### config.mk
export PLATFORM = sky130hd
export DESIGN_NAME = instr_fetch
export DESIGN_NICKNAME = d
export VERILOG_FILES = /design/src/rtl/instr_fetch_pkg.sv /design/src/rtl/pc_next.sv /design/src/rtl/instr_fetch.sv
export SDC_FILE = /design/constraint.sdc
export NUM_CORES = 1
export LEC_CHECK = 0
export ABC_AREA = 1
export CAP_MARGIN = 20
export CORE_MARGIN = 2
export CORE_UTILIZATION = 25
export CTS_BUF_LIST = sky130_fd_sc_hd__clkbuf_4 sky130_fd_sc_hd__clkbuf_8
export DETAILED_ROUTE_END_ITERATION = 8
export GPL_ROUTABILITY_DRIVEN = 0
export GPL_TIMING_DRIVEN = 0
export PLACE_DENSITY = 0.54
export SYNTH_ARGS = -nofsm -noshare
export SYNTH_HDL_FRONTEND = slang
export SYNTH_SLANG_ARGS = --single-unit
export TNS_END_PERCENT = 1
### constraint.sdc
create_clock -name clock -period 3.4 [get_ports clock]
set_clock_uncertainty 0.2 [all_clocks]
set_input_delay 0.51 -clock clock [delete_from_list [all_inputs] [get_ports clock]]
set_output_delay 0.51 -clock clock [all_outputs]
set_load 0.02 [all_outputs]
### src/rtl/instr_fetch_pkg.sv
// instr_fetch_pkg: FSM encoding, reset PC and instruction field constants.
// This package is also used by the control decoder.
package instr_fetch_pkg;
    typedef enum logic [1:0] {IDLE = 2'd0, REQ = 2'd1, VALID = 2'd2} state_t;
    localparam logic [31:0] RESET_PC_DEFAULT = 32'h0000_0000;
    localparam int OPCODE_MSB = 31;
    localparam int OPCODE_LSB = 26;
    localparam int OPCODE_W = 6;
    localparam logic [31:0] NOP_INSTR = 32'h0000_0000;
endpackage

### src/rtl/pc_next.sv
// pc_next: sequential, beq-taken and jr next-PC selection, all mod 2^32.
module pc_next (
    input  logic [31:0] pc,
    input  logic        branch_taken,
    input  logic [15:0] branch_imm,
    input  logic        jr_en,
    input  logic [31:0] jr_target,
    output logic [31:0] pc_plus4,
    output logic [31:0] next_pc
);
    logic [31:0] branch_pc;
    always_comb begin
        pc_plus4 = pc + 32'd4;
        branch_pc = pc_plus4 + {{14{branch_imm[15]}}, branch_imm, 2'b00};
        next_pc = jr_en ? (jr_target & 32'hFFFF_FFFC) : branch_taken ? branch_pc : pc_plus4;
    end
endmodule

### src/rtl/instr_fetch.sv
// instr_fetch: PC register and IDLE/REQ/VALID fetch FSM feeding the decoder
// through a valid/ready handshake.
module instr_fetch
    import instr_fetch_pkg::*;
#(
    parameter logic [31:0] RESET_PC = RESET_PC_DEFAULT
) (
    input  logic                clock,
    input  logic                reset,
    output logic                imem_req,
    output logic [31:0]         imem_addr,
    input  logic                imem_ack,
    input  logic [31:0]         imem_rdata,
    output logic [31:0]         instr,
    output logic [OPCODE_W-1:0] opcode,
    output logic                instr_valid,
    input  logic                instr_ready,
    output logic [31:0]         pc,
    output logic [31:0]         pc_plus4,
    input  logic                branch_taken,
    input  logic [15:0]         branch_imm,
    input  logic                jr_en,
    input  logic [31:0]         jr_target
);
    state_t state, state_n;
    logic [31:0] next_pc;
    logic handshake;

    pc_next u_pc_next (
        .pc          (pc),
        .branch_taken(branch_taken),
        .branch_imm  (branch_imm),
        .jr_en       (jr_en),
        .jr_target   (jr_target),
        .pc_plus4    (pc_plus4),
        .next_pc     (next_pc)
    );

    always_comb begin
        imem_req = (state == REQ);
        instr_valid = (state == VALID);
        handshake = instr_valid & instr_ready;
        imem_addr = pc;
        opcode = instr[OPCODE_MSB:OPCODE_LSB];
        state_n = (state == IDLE)  ? REQ :
                  (state == REQ)   ? (imem_ack ? VALID : REQ) :
                  (state == VALID) ? (instr_ready ? REQ : VALID) : IDLE;
    end

    // Outputs decode straight from state so reset withdraws req/valid at once.
    always_ff @(posedge clock or posedge reset) begin
        if (reset) begin
            state <= IDLE;
            pc <= RESET_PC;
            instr <= NOP_INSTR;
        end else begin
            state <= state_n;
            if (imem_req && imem_ack) instr <= imem_rdata;
            if (handshake) pc <= next_pc;
        end
    end
endmodule
# After elaboration in Yosys (flattened, before gate mapping)
# Cells that the tools add are included.
# totals
ff_bits	66
inputBits	86
output_inout_bits	136
word_cells	17
# classes
reduce_logical	2
mux	7
n_addsub	2
n_eq_ne	2
bitwise_logic	1
# op_table
cell	n
two-way mux 32 bit	2
adder 32 x 3 -> 32 bit, second input constant	1
adder 32 bit	1
two-way mux 2 bit	5
== test 2 x 1 -> 1 bit, second input constant	1
== test 2 bit, second input constant	1
logical NOT 2 bit	1
AND 1 bit	1
logical AND 1 bit	1

# Logic depth before layout (Yosys ltp)
# Gate-level depths: netlist of run 1.
# logic_depth
depth_word	4
depth_mapped	23
mapped_depth_nobuf	23

# Modules after synthesis
# Synthesis of run 1 repeated with hierarchy kept, for this count alone.
# hier_totals
hier_cells	1126
area_unflattened_um2	6956.7
# modules_own_cells
module	cells_per_inst	seq_area_each_um2	area_per_inst_um2	instances
pc_next	790	0.0	3856.2	1
instr_fetch	336	1651.6	3100.5	1

# Worst setup path before layout of run 1
# Ideal clock, no wire load.
# synth_path
path_type	reg2reg
start	register pc[2] (netlist: imem_addr[2])
end	register pc[26] (netlist: imem_addr[26])
t_required_ns	3.122
synth_period_minus_slack_ns	3.087
path_stages_with_launch	19
arrival_ns	2.810
setup_time_ns	0.078
setup_slack_ns	0.313
n_path_buf	0
path_cell_list	dfrtp_1 -> ha_1 -> nand3_1 -> inv_1 -> nand2_1 -> nor2_4 -> xor2_1 -> inv_1 -> ha_1 -> inv_1 -> nor3_1 -> nand2_1 -> nor2_1 -> nand2_1 -> nand3_1 -> nand2_1 -> nand3_1 -> nand2_1 -> a21boi_1
# synth_between
elab_chain_len	4
# synth_rtl
element	line_no	text
start, declared	instr_fetch.sv:18	output logic [31:0] pc,
start signal, assigned	instr_fetch.sv:59	if (handshake) pc <= next_pc;
adder 32 x 3 -> 32 bit	pc_next.sv:13	pc_plus4 = pc + 32'd4;
net pc_plus4[18]	instr_fetch.sv:19	output logic [31:0] pc_plus4,
adder 32 bit	pc_next.sv:14	branch_pc = pc_plus4 + {{14{branch_imm[15]}}, branch_imm, 2'b00};
two-way mux 32 bit (2 in series)	pc_next.sv:15	next_pc = jr_en ? (jr_target & 32'hFFFF_FFFC) : branch_taken ? branch_pc : pc_plus4;
# The timed path passes the listed nets, and every way through them passes these cells.
# A chain may end at the register's enable or synchronous reset.

# Final worst setup path of run 1
# layout_path
start	register pc[10] (netlist: imem_addr[10])
end	register pc[23] (netlist: imem_addr[23])
# layout_between
elab_chain_len	4
# layout_rtl
element	line_no
adder 32 x 3 -> 32 bit *	pc_next.sv:13
adder 32 bit	pc_next.sv:14
two-way mux 32 bit * (2 in series)	pc_next.sv:15
# Every way passes the cells marked *; elsewhere a longest branch is shown, timed or not.

==> metrics.txt, run 1 <==
period utilisation layout between 90% and 100%; Switch Pwr roughly 4.5 mW; fillers between 2k and 3k; Sw Share between 40% and 50%; Synth Area in Compound Gates 12.14%; Seq cells post-synth 64; path type of the worst min-delay path register to register; Mapped Cells just under 1k; Worst EP arrival 3.27 ns; Int Power about 4.6 mW; root buffer cell clkbuf_8; CTS max path bufs 2; Via Count approximately 7k; Setup CP Type register to register; Layout Utilization between 30% and 40%; Site Rows 58; Synth top area share approximately a quarter; diode count 0; commonest non-fill, non-tap cell in the layout nand2_1; CP delay by family, top simple AND/OR/NAND/NOR gates; initial antenna violation count 0; final setup violation count 0; worst reg-to-reg setup slack about 0.17 ns; hold-fix buffers at CTS 0; Total GRT Usage about 17%; Post-Synth Simple-Gate Area a little under a third; Synth Warn # 0; mux cell area share after synthesis under 10%; Initial Util 25.32%; number of buffers created by CTS 9; DRC viols 0; Main synth FF type dfrtp_1; hold path startpoint state[0]; min cycle time layout approximately 3.2 ns; layout overhead on the synthesized area 52.11%; max-cap violations 0; Crit path required time roughly 3.4 ns; crit path capture type register; fmax just over 300 MHz; most frequent cells in the layout 269 x nand2_1, 209 x clkdlybuf4s50_1, 143 x inv_1; Critical Path Most Common Cell nand2_1; layout cells sized above 1 17.87%; Final Cell Area between 9000 and 10000 um2; worst setup margin ~0.17 ns; register area 1623 um2; Logic pwr share 75.1%; unrepaired setup endpoints after global routing true; DP HPWL 19.49 mm; DR pass1 iterations 5; WP buf/inv 3; launching point of the worst reg2reg path imem_addr[10]; Crit Path Max Fanout 4; r2r worst-path depth 19; Async SR Flop Fraction 100.0%; worst-path cell chain inv_1, nor3_2, nand2_1, nor2_4, xor2_2, inv_1, ha_1, nand2_2, inv_1, nand2_1, nand2_1, a21oi_1, nand2_2, nand3_1, nand2_1, nand2_1, nand3_1, nand2_1, a21oi_1; IO buf count roughly 210; I/O Pins about 220; PwrDens between 900 and 1000 nW/um2; post-synth top area cell dfrtp_1; GRT Max-Usage Layer met2; nets@finish about 1.3k; GR Util met3 under 10%; Die Footprint approximately 27000 um2; Synth Area in XOR/XNOR 3.742%; adder-cell share of the synthesized area 7.444%; final hold vios 0; syn avg cell area between 6 and 7 um2; core area approximately 25000 um2; Slew Viols, Final 0; DP Area 8876 um2; first-pass GRT wire length about 36 mm; H-tree depth 3; met2 usage slightly below 30%; post-synthesis cell area between 6000 and 7000 um2; slowest stage delay, CP around 0.42 ns; Worst slew margin between 10% and 20%; main combinational cell family by area after synthesis simple AND/OR/NAND/NOR gates; Sequential Power Share approximately 17%; library cells used by synthesis 40; Clock transition at path regs ~0.08 ns; GR Overflow Total 0; DP Cell Count ~1.5k; number of synthesized flops with an enable pin 0; CTS tree yes; largest cells by area after synthesis dfrtp_1 25%, nand2_1 17%, inv_1 8.7%, ha_1 7.1%, mux2_2 5.7%; CP startpoint kind register; number of global-route vias before repair between 6k and 7k; initial drt markers about 450; post-synthesis sequential area ratio around a quarter; endpoint of the worst-slack reg-to-reg timing path imem_addr[23]; Vias/cell approximately 4.5; Hold EP state[1]; fin cells between 1.5k and 2k; outcome finished, final reports clean; pin count of the biggest net entering global routing 65; Worst-Margin Slew 1.314 ns; DP Worst Slack -0.2988 ns; clock latency at the later pin of the worst-skew pair between 0.3 and 0.4 ns; drt total wl approximately 24 mm; Static Leak between 4 and 5 nW; antenna viol nets, final 0; die height 163.0 um; die width 163.0 um; worst vdd ir roughly 0.35 mV; CP max stage cell dfrtp_2; hold depth 1; Clock Sinks between 60 and 70; WL/cell between 15 and 20 um; clock share of power a little under 8%; Multi-input gate area slightly above 4000 um2; M1 GR Usage a little under a quarter
## synthesized netlist by cell type (8+ instances only)
cell / number
mux2_2: 32
o21bai_1: 8
a21oi_1: 64
o21ai_0: 29
xor2_1: 25
nand3_1: 67
clkbuf_1: 12
inv_1: 146
nor2_1: 68
dfrtp_1: 64
nand2_1: 280
nand4_1: 12
buf_4: 42
ha_1: 36
## cell type report
class / instances / area share (%)
Multi-Input combinational cell: 691 / 42.94
Tap cell: 330 / 4.295
Sequential cell: 64 / 16.88
Clock buffer: 14 / 1.809
Buffer: 62 / 4.126
Timing Repair Buffer: 232 / 23.71
Inverter: 149 / 5.844
Clock inverter: 2 / 0.3905
## sequential cells by signal, indices dropped and copies added, names as in the netlist
register	count
imem_addr	30
instr	32
state	2
## stage by stage
stage | setup TNS (ns) | power, mW | hold WS, ns
4_1_cts | 0 | 8.761 | 0.2916
5_1_grt | -0.3031 | 9.773 | 0.3124
6_report | 0 | 9.053 | 0.3015
3_3_place_gp | -23.14 | 7.869 | 0.2729
2_1_floorplan | 0 | 5.341 | 0.2412
3_5_place_dp | -3.551 | 7.903 | 0.2665
## metal layers
metal | wire (um) | vias to the layer above
met5 | 0 | -
met4 | 215 | 0
met3 | 1424 | 20
met2 | 11490 | 212
met1 | 10700 | 3223
li1 | - | 3504
## worst register-to-register path, stage by stage, from the launching register on
cell	delay (ns)
dfrtp_2	0.42
inv_1	0.09
nor3_2	0.20
nand2_1	0.12
nor2_4	0.18
xor2_2	0.27
inv_1	0.10
ha_1	0.37
nand2_2	0.16
inv_1	0.05
nand2_1	0.06
nand2_1	0.08
a21oi_1	0.15
nand2_2	0.14
nand3_1	0.12
nand2_1	0.05
nand2_1	0.05
nand3_1	0.11
nand2_1	0.14
a21oi_1	0.07
## cell families after synthesis
family	Yosys count
compound gates	134
other cells	1
fa+ha+maj	37
mux	32
xor+xnor	27
flops	64
simple gates	455
buf+inv	211
## how the worst max path moves through the flow
stage,startpoint,endpoint,slack (ns),cells after the start
2_1_floorplan,imem_addr[2],imem_addr[26],0.31,18
3_3_place_gp,reset,imem_addr[2],-0.31,2
3_5_place_dp,imem_addr[2],imem_addr[17],-0.30,16
4_1_cts,imem_addr[10],imem_addr[17],0.0009,17
5_1_grt,imem_addr[9],imem_addr[23],-0.07,19
6_report,imem_addr[10],imem_addr[23],0.17,19
## power by group through the flow
stage | combinational (mW) | sequential, mW | clock, mW
6_report | 6.80 | 1.55 | 0.707
5_1_grt | 7.39 | 1.62 | 0.763
4_1_cts | 6.46 | 1.57 | 0.729
3_5_place_dp | 6.31 | 1.59 | 0
3_3_place_gp | 6.29 | 1.58 | 0
2_1_floorplan | 3.43 | 1.91 | 0
## what timing repair did
| item | CTS | global route |
|---|---|---|
| endpoints found under the hold margin | 0 | 0 |
| pin swaps | 1 | 6 |
| endpoints found under the setup margin | 29 | 25 |
| gates resized for setup | 22 | 80 |
| buffers inserted | 7 | 13 |
Power figures use the tool's default switching activity.
==> run 2: changes to the inputs <==
RECOVER_POWER = 25   (was unset)
==> run 2 against run 1 <==
Against the previous run: worst hold slack about the same; via count about the same; count of clock-buffer cells in the layout unchanged; combinational power about the same; die area unchanged; register-to-register slack about the same; largest cell class unchanged; largest power group unchanged; highest routed layer unchanged.
==> metrics.txt, run 2 (same netlist as run 1, synthesis figures left out) <==
outcome finished, final reports clean; H-tree depth 3; worst vdd ir 0.3510 mV; Final Cell Area 9610 um2; launching point of the worst reg2reg path imem_addr[8]; Most flops, register instr; most frequent cells in the layout 269 x nand2_1, 206 x clkdlybuf4s50_1, 143 x inv_1; Layout Utilization roughly 38%; GR Overflow Total 0; worst-path cell chain inv_1, nor3_2, nand2_1, nor2_4, xor2_2, inv_1, ha_1, nand2_2, inv_1, nand2_1, nand2_1, a21oi_1, nand2_2, nand3_1, nand2_1, nand2_1, nand3_1, nand2_1, a21oi_1; Setup CP Type register to register; drt total wl around 24 mm; die height between 150 and 200 um; Die Footprint approximately 27000 um2; path type of the worst min-delay path register to register; register area ~1600 um2; core area ~25000 um2; nets@finish 1332; CTS tree yes; Vias/cell approximately 4.5; Site Rows 58; Multi-input gate area between 4000 and 5000 um2; pin count of the biggest net entering global routing 65; antenna viol nets, final 0; Slew Viols, Final 0; period utilisation layout between 90% and 100%; min cycle time layout 3.234 ns; Crit path required time roughly 3.4 ns; number of global-route vias before repair around 6.5k; Critical Path Most Common Cell nand2_1; die width around 160 um; diode count 0; max reg flops 32; WL/cell about 15 um; Worst-Margin Slew around 1.4 ns; Worst EP arrival approximately 3.3 ns; commonest non-fill, non-tap cell in the layout nand2_1; slowest stage delay, CP roughly 0.42 ns; layout overhead on the synthesized area 52.07%; PnR Total Power between 9 and 10 mW; unrepaired setup endpoints after global routing true; CP max stage cell dfrtp_2; Initial Util between 20% and 30%; Worst slew margin slightly below 4%; PwrDens about 940 nW/um2; Crit Path Max Fanout 5; max-cap violations 0; DRC viols 0; Via Count around 7.0k; DP HPWL between 15 and 20 mm; Clock Sinks 64; Worst setup startpoint imem_addr[8]; final hold vios 0; IO buf count ~210; CP startpoint kind register; final setup violation count 0; fillers ~2.7k; DP Cell Count 1508; layout cells sized above 1 17.87%; first-pass GRT wire length approximately 36 mm; Static Leak about 4.7 nW; clock latency at the later pin of the worst-skew pair roughly 0.34 ns; Hold Slack 0.3016 ns; Clock transition at path regs 0.08 ns; DR pass1 iterations 5; fmax around 310 MHz; Total GRT Usage between 10% and 20%; I/O Pins 222; initial antenna violation count 0; CTS max path bufs 2; fin cells roughly 1.5k; root buffer cell clkbuf_8; initial drt markers 454; hold path startpoint state[0]; DP Area 8876 um2; crit path capture type register; number of buffers created by CTS 9
-- run 2: changes by cell type in the layout (fill, tap and decap cells not counted) --
cell	delta
clkdlybuf4s50_1	-3
dlygate4sd3_1	+3
inv_2	+1
inv_4	-1
-- run 2: what timing repair did --
| action | CTS | global route |
|---|---|---|
| pin swaps | 1 | 6 |
| buffers inserted | 7 | 13 |
| hold endpoints to repair | 0 | 0 |
| resized for setup | 22 | 80 |
| setup endpoints to repair | 29 | 25 |
| hold buffers | 0 | 0 |
-- run 2: final timing paths --
check                      depth (start not counted)  slack (ns)            end
max                                               19        0.17  imem_addr[23]
min                                                1        0.30       state[1]
max reg2reg                                       19        0.17  imem_addr[23]
min reg2reg                                        1        0.30       state[1]
max in group asynchronous                          2        1.17  imem_addr[20]
min in group asynchronous                          2        0.85       instr[8]
-- run 2: critical path, delay by kind of cell, from the launching register on --
family | cells | cell delay, ns
and+or+nand+nor | 12 | 1.40
DFF | 1 | 0.42
adders and majority gates | 1 | 0.37
xor gates and xnor gates | 1 | 0.27
buffers and inverters | 3 | 0.25
AOI/OAI and AO/OA | 2 | 0.22
-- run 2: final cells by class --
cell class | count | share of cell area, %
Inverter | 149 | 5.820
Multi-Input combinational cell | 691 | 42.95
Tap cell | 330 | 4.296
Buffer | 62 | 4.127
Timing Repair Buffer | 232 | 23.72
Clock buffer | 14 | 1.810
Sequential cell | 64 | 16.89
Clock inverter | 2 | 0.3906
-- run 2: through the flow --
step / TNS [ns] / setup WS, ns
after floorplan: 0 / 0.3126
after global placement: -23.14 / -0.3121
after detailed placement: -3.551 / -0.2988
after CTS: 0 / 0.0009368
after global routing: -0.3031 / -0.06904
final: 0 / 0.1658
-- run 2: per-layer routing --
layer	part of all wire, %	global-route usage, %	up-vias
met5	0	0	-
met4	0.92	2.816	0
met3	5.5	2.572	22
met2	48	29.80	207
met1	45	23.63	3224
li1	-	-	3504
-- run 2: report_power, final --
group,total [mW],switching [mW],leakage (nW),internal (mW)
registers,1.55,0.400,0.712,1.15
logic,6.79,3.76,3.83,3.04
clock network,0.707,0.303,0.107,0.404
total,9.05,4.46,4.65,4.59
==> run 3: changes to the inputs <==
CORE_MARGIN = unset   (was 2)
==> run 3 against run 2 <==
Against the previous run: combinational power fell by 2%; global-route usage rose by 0.40 points; routed wire length shrank 0.18%; critical path type is now register to output pin; critical endpoint is now pc_plus4[24]; largest cell class unchanged.
==> metrics.txt, run 3 (same netlist as run 1, synthesis figures left out) <==
DR pass1 iterations 5; CP max stage cell clkdlybuf4s50_1; Switch Pwr ~4.5 mW; commonest non-fill, non-tap cell in the layout nand2_1; clock latency at the later pin of the worst-skew pair between 0.3 and 0.4 ns; Hold Slack approximately 0.29 ns; max-cap violations 0; pin count of the biggest net entering global routing 65; Site Rows 57; Logic pwr share between 70% and 80%; Crit path required time 2.69 ns; Crit Path Max Fanout 6; Total GRT Usage 17.83%; clock share of power under 10%; unrepaired setup endpoints after global routing true; Int Power between 4 and 5 mW; outcome finished, final reports clean; number of global-route vias before repair roughly 6.4k; WL/cell 15.50 um; nets@finish 1328; Sw Share about half; min cycle time layout between 3 and 4 ns; Final Cell Area between 9000 and 10000 um2; die width 161.0 um; Vias/cell 4.478; Static Leak approximately 4.6 nW; path type of the worst min-delay path register to register; drt total wl 23.77 mm; PnR Total Power 9.008 mW; root buffer cell clkbuf_8; Multi-input gate area between 4000 and 5000 um2; IO buf count 212; worst vdd ir ~0.36 mV; H-tree depth 3; final setup violation count 0; Die Footprint roughly 26000 um2; WP buf/inv 4; GR Overflow Total 0; number of buffers created by CTS 9; CTS tree yes; Sequential Power Share 17.4%; crit path capture type output pin; DRC viols 0; register area approximately 1600 um2; Clock transition at path regs ~0.080 ns; initial antenna violation count 0; initial drt markers 389; layout overhead on the synthesized area 49.71%; diode count 0; DP HPWL roughly 20 mm; worst-path cell chain inv_2, nor3_2, nand2_1, nor2_4, buf_4, nand3_1, nand2_1, nand2_1, inv_1, clkdlybuf4s50_1; CTS max path bufs 2; CP delay by family, top buffers and inverters; antenna viol nets, final 0; most frequent cells in the layout 274 x nand2_1, 208 x clkdlybuf4s50_1, 143 x inv_1; I/O Pins approximately 220; Critical Path Most Common Cell nand2_1; core area 24530 um2; period utilisation layout roughly 96%; Initial Util roughly a quarter; Setup CP Type register to output pin; DP Area between 8000 and 9000 um2; PwrDens ~950 nW/um2; Worst-Margin Slew between 1 and 1.5 ns; max reg flops 32; die height ~160 um; fillers roughly 2.6k; layout cells sized above 1 approximately 16%; Via Count 6870; fmax ~300 MHz; Worst EP arrival 2.56 ns; CP startpoint kind register; Slew Viols, Final 0; Worst slew margin about 4.3%; final hold vios 0; slowest stage delay, CP between 0.6 and 0.7 ns; first-pass GRT wire length between 30 and 40 mm; Clock Sinks 64; Most flops, register instr
[run 3: worst paths after layout]
path	start	end	slack [ns]	depth (start not counted)
hold reg to reg	state[1]	state[0]	0.29	1
setup reg to reg	imem_addr[13]	imem_addr[30]	0.15	19
hold / removal	state[1]	state[0]	0.29	1
min in group asynchronous	reset	instr[10]	0.83	2
setup / recovery	imem_addr[11]	pc_plus4[24]	0.13	10
max in group asynchronous	reset	imem_addr[19]	1.21	2
[run 3: metrics by stage]
step	setup TNS, ns	setup slack (ns)	std cells	utilization [%]
2_1_floorplan	0	0.3126	966	-
3_3_place_gp	-25.63	-0.3440	1502	36.14
3_5_place_dp	-4.058	-0.3511	1502	36.15
4_1_cts	0	0.002254	1522	37.33
5_1_grt	-0.2681	-0.05890	1534	38.57
6_report	0	0.1269	1534	38.57
[run 3: power groups by stage]
| stage | clock network [mW] | registers, mW | logic (mW) |
|---|---|---|---|
| 2_1_floorplan | 0 | 1.91 | 3.43 |
| 3_3_place_gp | 0 | 1.57 | 6.29 |
| 3_5_place_dp | 0 | 1.59 | 6.32 |
| 4_1_cts | 0.783 | 1.57 | 6.42 |
| 5_1_grt | 0.819 | 1.63 | 7.24 |
| 6_report | 0.763 | 1.57 | 6.68 |
[run 3: per-layer routing]
layer  vias up  routed length, um  track usage (%)
met1      3134              11270            24.22
met2       217              10890            29.66
met4         0                230            2.916
met5         -                  0                0
met3        16               1377            3.338
li1       3503                  -                -
[run 3: what timing repair did]
item,CTS,global route
resized for setup,9,61
setup endpoints to repair,29,27
setup buffers,4,12
pin swaps,1,4
hold buffers,0,0
[run 3: area by class of cell]
type	count	share of cell area (%)
multi-input cells	691	42.41
repair buffers	228	23.72
inverters	149	5.911
clock buffers	10	1.389
well taps	324	4.285
flip-flops and latches	64	17.11
clock inverters	6	0.9786
plain buffers	62	4.192
[run 3: worst register-to-register path: stages, from the launching register on]
cell and delay (ns):
dfrtp_2 0.45, nand2_1 0.07, nor2_1 0.15, nand2_2 0.12, nor2_8 0.17, nand2_2 0.10
nor2_1 0.12, xor2_1 0.28, inv_2 0.13, ha_1 0.33, a21oi_1 0.17, o21ai_0 0.15
nand2_1 0.08, nand2_1 0.06, a21oi_2 0.15, nand2_1 0.07, nand2_1 0.06, nand3_1 0.09
nand2_1 0.12, a21oi_1 0.06
